[config.mk]
export PLATFORM = sky130hd
export DESIGN_NAME = rcla_sub16_pipe
export DESIGN_NICKNAME = d
export VERILOG_FILES = /design/src/rtl/rcla_sub16_pipe_pkg.sv /design/src/rtl/rcla_sub16_pipe_borrow_prefix_level.sv /design/src/rtl/rcla_sub16_pipe.sv
export SDC_FILE = /design/constraint.sdc
export NUM_CORES = 1
export LEC_CHECK = 0
export BUFFER_PORTS_ARGS = -buffer_cell sky130_fd_sc_hd__buf_2
export CAP_MARGIN = 20
export CORE_UTILIZATION = 35
export CTS_CLUSTER_DIAMETER = 60
export CTS_CLUSTER_SIZE = 24
export DETAILED_ROUTE_END_ITERATION = 7
export PLACE_DENSITY_LB_ADDON = 0.1
export SLEW_MARGIN = 40
export SYNTH_ARGS = -nofsm -noshare
export SYNTH_HDL_FRONTEND = slang
export SYNTH_HIERARCHICAL = 1
export SYNTH_SLANG_ARGS = --single-unit
[constraint.sdc]
create_clock -name clk -period 4 [get_ports clk]
set_input_delay 0.8 -clock clk [delete_from_list [all_inputs] [get_ports clk]]
set_output_delay 0.8 -clock clk [all_outputs]
set_load 0.02 [all_outputs]
[src/rtl/rcla_sub16_pipe_pkg.sv]
// Shared constants for the pipelined 16-bit Kogge-Stone subtractor.
package rcla_sub16_pipe_pkg;

  localparam int W      = 16;
  localparam int LEVELS = 4;
  localparam int STAGES = 3;

  // Prefix level n combines positions 2**n apart.
  function automatic int span_of(input int level);
    return 1 << level;
  endfunction

endpackage

[src/rtl/rcla_sub16_pipe_borrow_prefix_level.sv]
// One combinational Kogge-Stone borrow-prefix level. Positions closer than SPAN
// to the LSB already hold their complete group and pass through unchanged.
module borrow_prefix_level
  import rcla_sub16_pipe_pkg::*;
#(
  parameter int SPAN = 1
) (
  input  logic [W:1] g_i,
  input  logic [W:1] p_i,
  output logic [W:1] g_o,
  output logic [W:1] p_o
);

  for (genvar i = 1; i <= W; i++) begin : g_bit
    if (i > SPAN) begin : g_comb
      assign g_o[i] = g_i[i] | (p_i[i] & g_i[i-SPAN]);
      assign p_o[i] = p_i[i] & p_i[i-SPAN];
    end else begin : g_pass
      assign g_o[i] = g_i[i];
      assign p_o[i] = p_i[i];
    end
  end

endmodule

[src/rtl/rcla_sub16_pipe.sv]
// Three-stage pipelined 16-bit subtractor (a - b - bin) with a Kogge-Stone borrow
// prefix and valid/ready flow control on both sides.
module rcla_sub16_pipe
  import rcla_sub16_pipe_pkg::*;
#(
  parameter bit SIGNED_FLAGS = 1'b1
) (
  input  logic       clk,
  input  logic       rst_n,
  input  logic [W:1] a,
  input  logic [W:1] b,
  input  logic       bin,
  input  logic       in_valid,
  output logic       in_ready,
  output logic [W:1] diff,
  output logic       bout,
  output logic       ovf,
  output logic       zero,
  output logic       out_valid,
  input  logic       out_ready
);

  // Handshake: a transfer happens on a rising edge where valid && ready; ready
  // never depends on the same side's valid, and a full stage loads only when
  // its contents move on in the same cycle.
  logic [STAGES:1] vld_q, vld_d;
  logic            rdy1, rdy2, rdy3;
  logic            ld1, ld2, ld3;

  logic [W:1] a1_q, b1_q, g1_q, p1_q;
  logic       bin1_q;
  logic [W:1] a2_q, b2_q, g2_q, p2_q, g2_d, p2_d;
  logic       bin2_q;
  logic [W:1] diff_q, diff_d;
  logic       bout_q, bout_d, ovf_q, ovf_d, zero_q, zero_d;

  logic [W:1] lvl_gi [LEVELS];
  logic [W:1] lvl_pi [LEVELS];
  logic [W:1] lvl_go [LEVELS];
  logic [W:1] lvl_po [LEVELS];
  logic [W:1] borrow;

  assign rdy3 = !vld_q[3] || out_ready;
  assign rdy2 = !vld_q[2] || rdy3;
  assign rdy1 = !vld_q[1] || rdy2;
  assign ld1  = in_valid && rdy1;
  assign ld2  = vld_q[1] && rdy2;
  assign ld3  = vld_q[2] && rdy3;

  always_comb begin
    vld_d    = vld_q;
    vld_d[1] = rdy1 ? in_valid : vld_q[1];
    vld_d[2] = rdy2 ? vld_q[1] : vld_q[2];
    vld_d[3] = rdy3 ? vld_q[2] : vld_q[3];
  end

  // The first half of the levels feeds S2, the second half reads the S2 registers.
  for (genvar lv = 0; lv < LEVELS; lv++) begin : g_lvl
    if (lv == 0) begin : g_from_s1
      assign lvl_gi[lv] = g1_q;
      assign lvl_pi[lv] = p1_q;
    end else if (lv == LEVELS / 2) begin : g_from_s2
      assign lvl_gi[lv] = g2_q;
      assign lvl_pi[lv] = p2_q;
    end else begin : g_chain
      assign lvl_gi[lv] = lvl_go[lv-1];
      assign lvl_pi[lv] = lvl_po[lv-1];
    end
    borrow_prefix_level #(.SPAN(span_of(lv))) u_lvl (
      .g_i (lvl_gi[lv]),
      .p_i (lvl_pi[lv]),
      .g_o (lvl_go[lv]),
      .p_o (lvl_po[lv])
    );
  end

  assign g2_d = lvl_go[LEVELS/2-1];
  assign p2_d = lvl_po[LEVELS/2-1];

  // bin acts as the borrow into bit 1: it leaves any group that fully propagates.
  always_comb begin
    borrow = lvl_go[LEVELS-1] | (lvl_po[LEVELS-1] & {W{bin2_q}});
    diff_d = a2_q ^ b2_q ^ {borrow[W-1:1], bin2_q};
    bout_d = borrow[W];
    ovf_d  = SIGNED_FLAGS && (a2_q[W] != b2_q[W]) && (diff_d[W] != a2_q[W]);
    zero_d = (diff_d == '0);
  end

  always_ff @(posedge clk) begin
    if (!rst_n) begin
      vld_q  <= '0;
      a1_q   <= '0;
      b1_q   <= '0;
      bin1_q <= 1'b0;
      g1_q   <= '0;
      p1_q   <= '0;
      a2_q   <= '0;
      b2_q   <= '0;
      bin2_q <= 1'b0;
      g2_q   <= '0;
      p2_q   <= '0;
      diff_q <= '0;
      bout_q <= 1'b0;
      ovf_q  <= 1'b0;
      zero_q <= 1'b0;
    end else begin
      vld_q <= vld_d;
      if (ld1) begin
        a1_q   <= a;
        b1_q   <= b;
        bin1_q <= bin;
        g1_q   <= ~a & b;
        p1_q   <= ~(a ^ b);
      end
      if (ld2) begin
        a2_q   <= a1_q;
        b2_q   <= b1_q;
        bin2_q <= bin1_q;
        g2_q   <= g2_d;
        p2_q   <= p2_d;
      end
      if (ld3) begin
        diff_q <= diff_d;
        bout_q <= bout_d;
        ovf_q  <= ovf_d;
        zero_q <= zero_d;
      end
    end
  end

  assign in_ready  = rdy1;
  assign out_valid = vld_q[3];
  assign diff      = diff_q;
  assign bout      = bout_q;
  assign ovf       = ovf_q;
  assign zero      = zero_q;

endmodule

### After elaboration in Yosys (flattened, before gate mapping)

Index checks and enable logic that the tools add are counted.

* register bits after elaboration: 152
* bits of input ports: 37
* output and inout bits: 21
* logic and storage cells: 185

* eq/ne operators: 2
* bitwise gates (word level): 155
* reduce and logical (&&, ||, !) cells: 11

Operators with widths (count)
* 1-bit AND: 98
* 1-bit OR: 49
* 16-bit bitwise XOR: 3
* 16-bit AND: 2
* 16-bit NOT: 2
* 16-bit logical NOT: 1
* 16-bit OR: 1
* 1-bit logical AND: 4
* 1-bit logical NOT: 3
* 1-bit logical OR: 3
* 1-bit inequality test: 2

### Depth between registers and ports, before layout

* word-level depth: 8
* mapped depth: 7
* depth with buffers taken out: 7

### By module

The synthesis kept the hierarchy.

By module, submodules not included
* rcla_sub16_pipe: instances 1, cells each 733, area an instance 6366.1 um^2, seq. area each 3042.9 um^2
* borrow_prefix_level (g_lvl[3].u_lvl): instances 1, cells each 32, area an instance 240.2 um^2, seq. area each 0.0 um^2
* borrow_prefix_level (g_lvl[2].u_lvl): instances 1, cells each 32, area an instance 231.5 um^2, seq. area each 0.0 um^2
* borrow_prefix_level (g_lvl[1].u_lvl): instances 1, cells each 32, area an instance 226.5 um^2, seq. area each 0.0 um^2
* borrow_prefix_level (g_lvl[0].u_lvl): instances 1, cells each 32, area an instance 224.0 um^2, seq. area each 0.0 um^2

### Worst setup path after synthesis

No wires, ideal clock.

* kind: in2out
* from: input port out_ready
* to: output port in_ready
* arrival time: 1.104 ns
* data required time: 3.200 ns
* setup slack: 2.096 ns
* stages on the path: 2
* path buffers: 0
* path through: nor2b_4 nand3_2

* cells in the longest elaborated chain, start to end: 3

Ends and longest elaborated chain
* start, declared: RTL line rcla_sub16_pipe.sv:20 `input logic out_ready`
* 1-bit logical OR: RTL line rcla_sub16_pipe.sv:43 `assign rdy3 = !vld_q[3] || out_ready;`
* 1-bit logical OR: RTL line rcla_sub16_pipe.sv:44 `assign rdy2 = !vld_q[2] || rdy3;`
* 1-bit logical OR: RTL line rcla_sub16_pipe.sv:45 `assign rdy1 = !vld_q[1] || rdy2;`
* end, declared: RTL line rcla_sub16_pipe.sv:14 `output logic in_ready,`

Every way passes these cells.

### Worst setup path after layout

Same ends and word-level chain as after synthesis.

==> flow_metrics.env <==
export IMPL_outcome="finished, final reports clean"
export IMPL_io_pins=58
export IMPL_grt_use_met3=0.0413
export IMPL_cp_end_kind="primary output"
export IMPL_die_x_um=146
export IMPL_ys_warnings_count=6
export IMPL_arrival_ns=1.43
export IMPL_top_usage_layer="met2"
export IMPL_rsz0062_at_grt="no"
export IMPL_fin_crit_ns=2.23
export IMPL_fin_nets=917
export IMPL_drt_total_wl_um=17900
export IMPL_drv_slew=0
export IMPL_area_growth_pct=10.5
export IMPL_power_density_nw_per_um2=435
export IMPL_syn_cell_area_um2=7290
export IMPL_cts_hold_fix_buffers=0
export IMPL_post_drt_via_cell_ratio=4.75
export IMPL_grtUsageMet1=0.236
export IMPL_slew_headroom=0.459
export IMPL_postCtsSetupBuffers=0
export IMPL_p_total_mw=3.51
export IMPL_fin_tns_setup_ns=0
export IMPL_post_drt_wl_per_cell_um=15.6
export IMPL_port_buffers=57
export IMPL_cp_required_ns=3.20
export IMPL_syn_inst=861
export IMPL_first_iter_violations=237
export IMPL_post_route_period_util=0.558
export IMPL_dpl_hpwl_um=12800
export IMPL_grt_pass1_vias=5439
export IMPL_clock_latency_ns=0.43
export IMPL_dieArea_um2=21400
export IMPL_drc=0
export IMPL_overflow=0
export IMPL_hp_class="reg2reg"
export IMPL_dr_pass1_iters=4
export IMPL_htree_levels=4
export IMPL_post_cts_resize_count=0
export IMPL_setup_viol=0
export IMPL_worstPathMaxFanout=6
export IMPL_crit_type="in2out"
export IMPL_cts_sinks=152
export IMPL_grtUsageMet2=0.277
export IMPL_num_vias=5452
export IMPL_n_antenna_cell=0
export IMPL_worstHoldStart="b1_q[1]"
export IMPL_whs_ns=0.451
export IMPL_gr_usage_all_layers=0.174
export IMPL_power_static_leakage_nw=3.67
export IMPL_final_hold_viol_count=0
export IMPL_core_area_um2=20300
export IMPL_syn_area_per_cell_um2=8.46
export IMPL_place_congestion=0.784
export IMPL_cts_tree="built"
export IMPL_fmax_mhz=448
export IMPL_skew_ns=0.0109
export IMPL_crit_path_start="out_ready"
export IMPL_synthDistinctLibCells=31
export IMPL_drtAntennaViolNets=0
export IMPL_dp_cells=1115
export IMPL_clk_pin_slew_worst_paths_ns=0.06
export IMPL_synth_net_count=914
export IMPL_initial_core_util=0.359
export IMPL_grt_pass1_wl_um=28800
export IMPL_row_count=52
export IMPL_root_buffer="clkbuf_16"
export IMPL_synth_seq_cells=152
export IMPL_drive_above_1_share=0.147
export IMPL_grt_antenna_before_repair=0
export IMPL_clock_path_buffers=2
export IMPL_grt_max_degree=119
export IMPL_cp_start_kind="primary input"
export IMPL_cap_viol_max_count=0
export IMPL_ys_seq_area_frac=0.418
export IMPL_cts_buffers=17
export IMPL_final_cells=1147
export IMPL_r2r_start="bin2_q"
export IMPL_tightest_slew_ns=0.811
export IMPL_die_y_um=146
export IMPL_worst_ir_drop_vdd_uv=258
critical path: stages:
cell     delay [ns]
buf_2          0.11
nor2b_4        0.21
nand3_2        0.13
buf_2          0.18
stage by stage:
step,setup WS [ns],util,area [um^2]
2_1_floorplan,2.10,-,7290
3_3_place_gp,1.70,0.368,7470
3_5_place_dp,1.65,0.368,7470
4_1_cts,1.77,0.397,8050
5_1_grt,1.72,0.397,8050
6_report,1.77,0.397,8050
area by class of cell:
type                    instances  area (um^2)
clock buffers                  17          425
clock inverters                15          154
fillers                      2147        12200
inverters                      17         63.8
multi-input cells             611         3680
flip-flops and latches        152         3040
well taps                     270          338
repair buffers                 65          352
Yosys cell counts:
cell,instances,area share
a21boi_0,31,0.032
nand3b_1,1,0.0010
a21boi_1,100,0.10
a21oi_4,1,0.0022
o21a_1,1,0.0010
xnor2_1,28,0.034
dfxtp_1,152,0.42
buf_2,13,0.0089
buf_6,2,0.0031
buf_4,51,0.053
a31oi_1,1,0.00086
nand4_1,3,0.0026
o211a_1,17,0.023
nor2b_1,3,0.0026
nor2_1,1,0.00051
inv_1,17,0.0088
mux2i_1,1,0.0014
nor2b_4,1,0.0019
clkbuf_1,15,0.0077
a21oi_1,16,0.011
and2_2,18,0.019
or3b_2,1,0.0012
a21o_1,49,0.050
nor4_2,1,0.0017
nand3_2,1,0.0014
nand2_1,281,0.14
and2_1,32,0.027
o2bb2ai_1,1,0.0012
ha_1,16,0.027
xnor2_2,4,0.0089
nand3_1,2,0.0014
metal layers:
metal / part of all wire / routed length, um
met1: 0.51 / 9070
met2: 0.45 / 8030
met3: 0.035 / 630
met4: 0.0093 / 166
met5: 0 / 0
path summary, 6_finish.rpt:
path | end | slack [ns] | depth (start not counted)
worst max register to register | zero | 1.90 | 5
worst max-delay path | in_ready | 1.77 | 4
worst min register to register | b2_q[1] | 0.45 | 2
worst min-delay path | b2_q[1] | 0.45 | 2
cell families after synthesis:
group / Yosys count / share of synthesized area
buffers and inverters: 98 / 0.0810
flip-flops: 152 / 0.418
AO/OA/AOI/OAI: 217 / 0.225
adder cells (fa/ha/maj): 16 / 0.0275
XOR/XNOR: 32 / 0.0426
AND/OR/NAND/NOR: 345 / 0.205
multiplexers: 1 / 0.00137
flip-flops by register name, summed over array words and instances, names as in the netlist, 3 cells and up:
register	count
vld_q	3
a1_q	16
g2_q	16
b2_q	16
diff	16
b1_q	16
a2_q	16
g1_q	16
p1_q	16
p2_q	16
cell usage in the layout, fill, tap and decap left out, types with 2 or more instances in the layout:
master / instances
a21boi_0: 31
a21boi_1: 100
a21o_1: 49
a21oi_1: 16
and2_1: 31
and2_2: 19
buf_2: 56
buf_4: 8
clkbuf_16: 17
clkinvlp_4: 2
dfxtp_1: 152
ha_1: 16
inv_1: 17
inv_6: 8
inv_8: 3
nand2_1: 279
nand2_2: 2
nand3_1: 2
nand4_1: 3
nor2b_1: 2
o211a_1: 17
xnor2_1: 28
xnor2_2: 4
report_power, final:
group	switching (mW)	total, mW	internal, mW	leakage, nW
Sequential	0.0410	1.61	1.57	1.24
Combinational	0.175	0.293	0.117	2.15
Clock	0.718	1.60	0.884	0.282
Note: power is estimated with default switching activity, not from simulation.
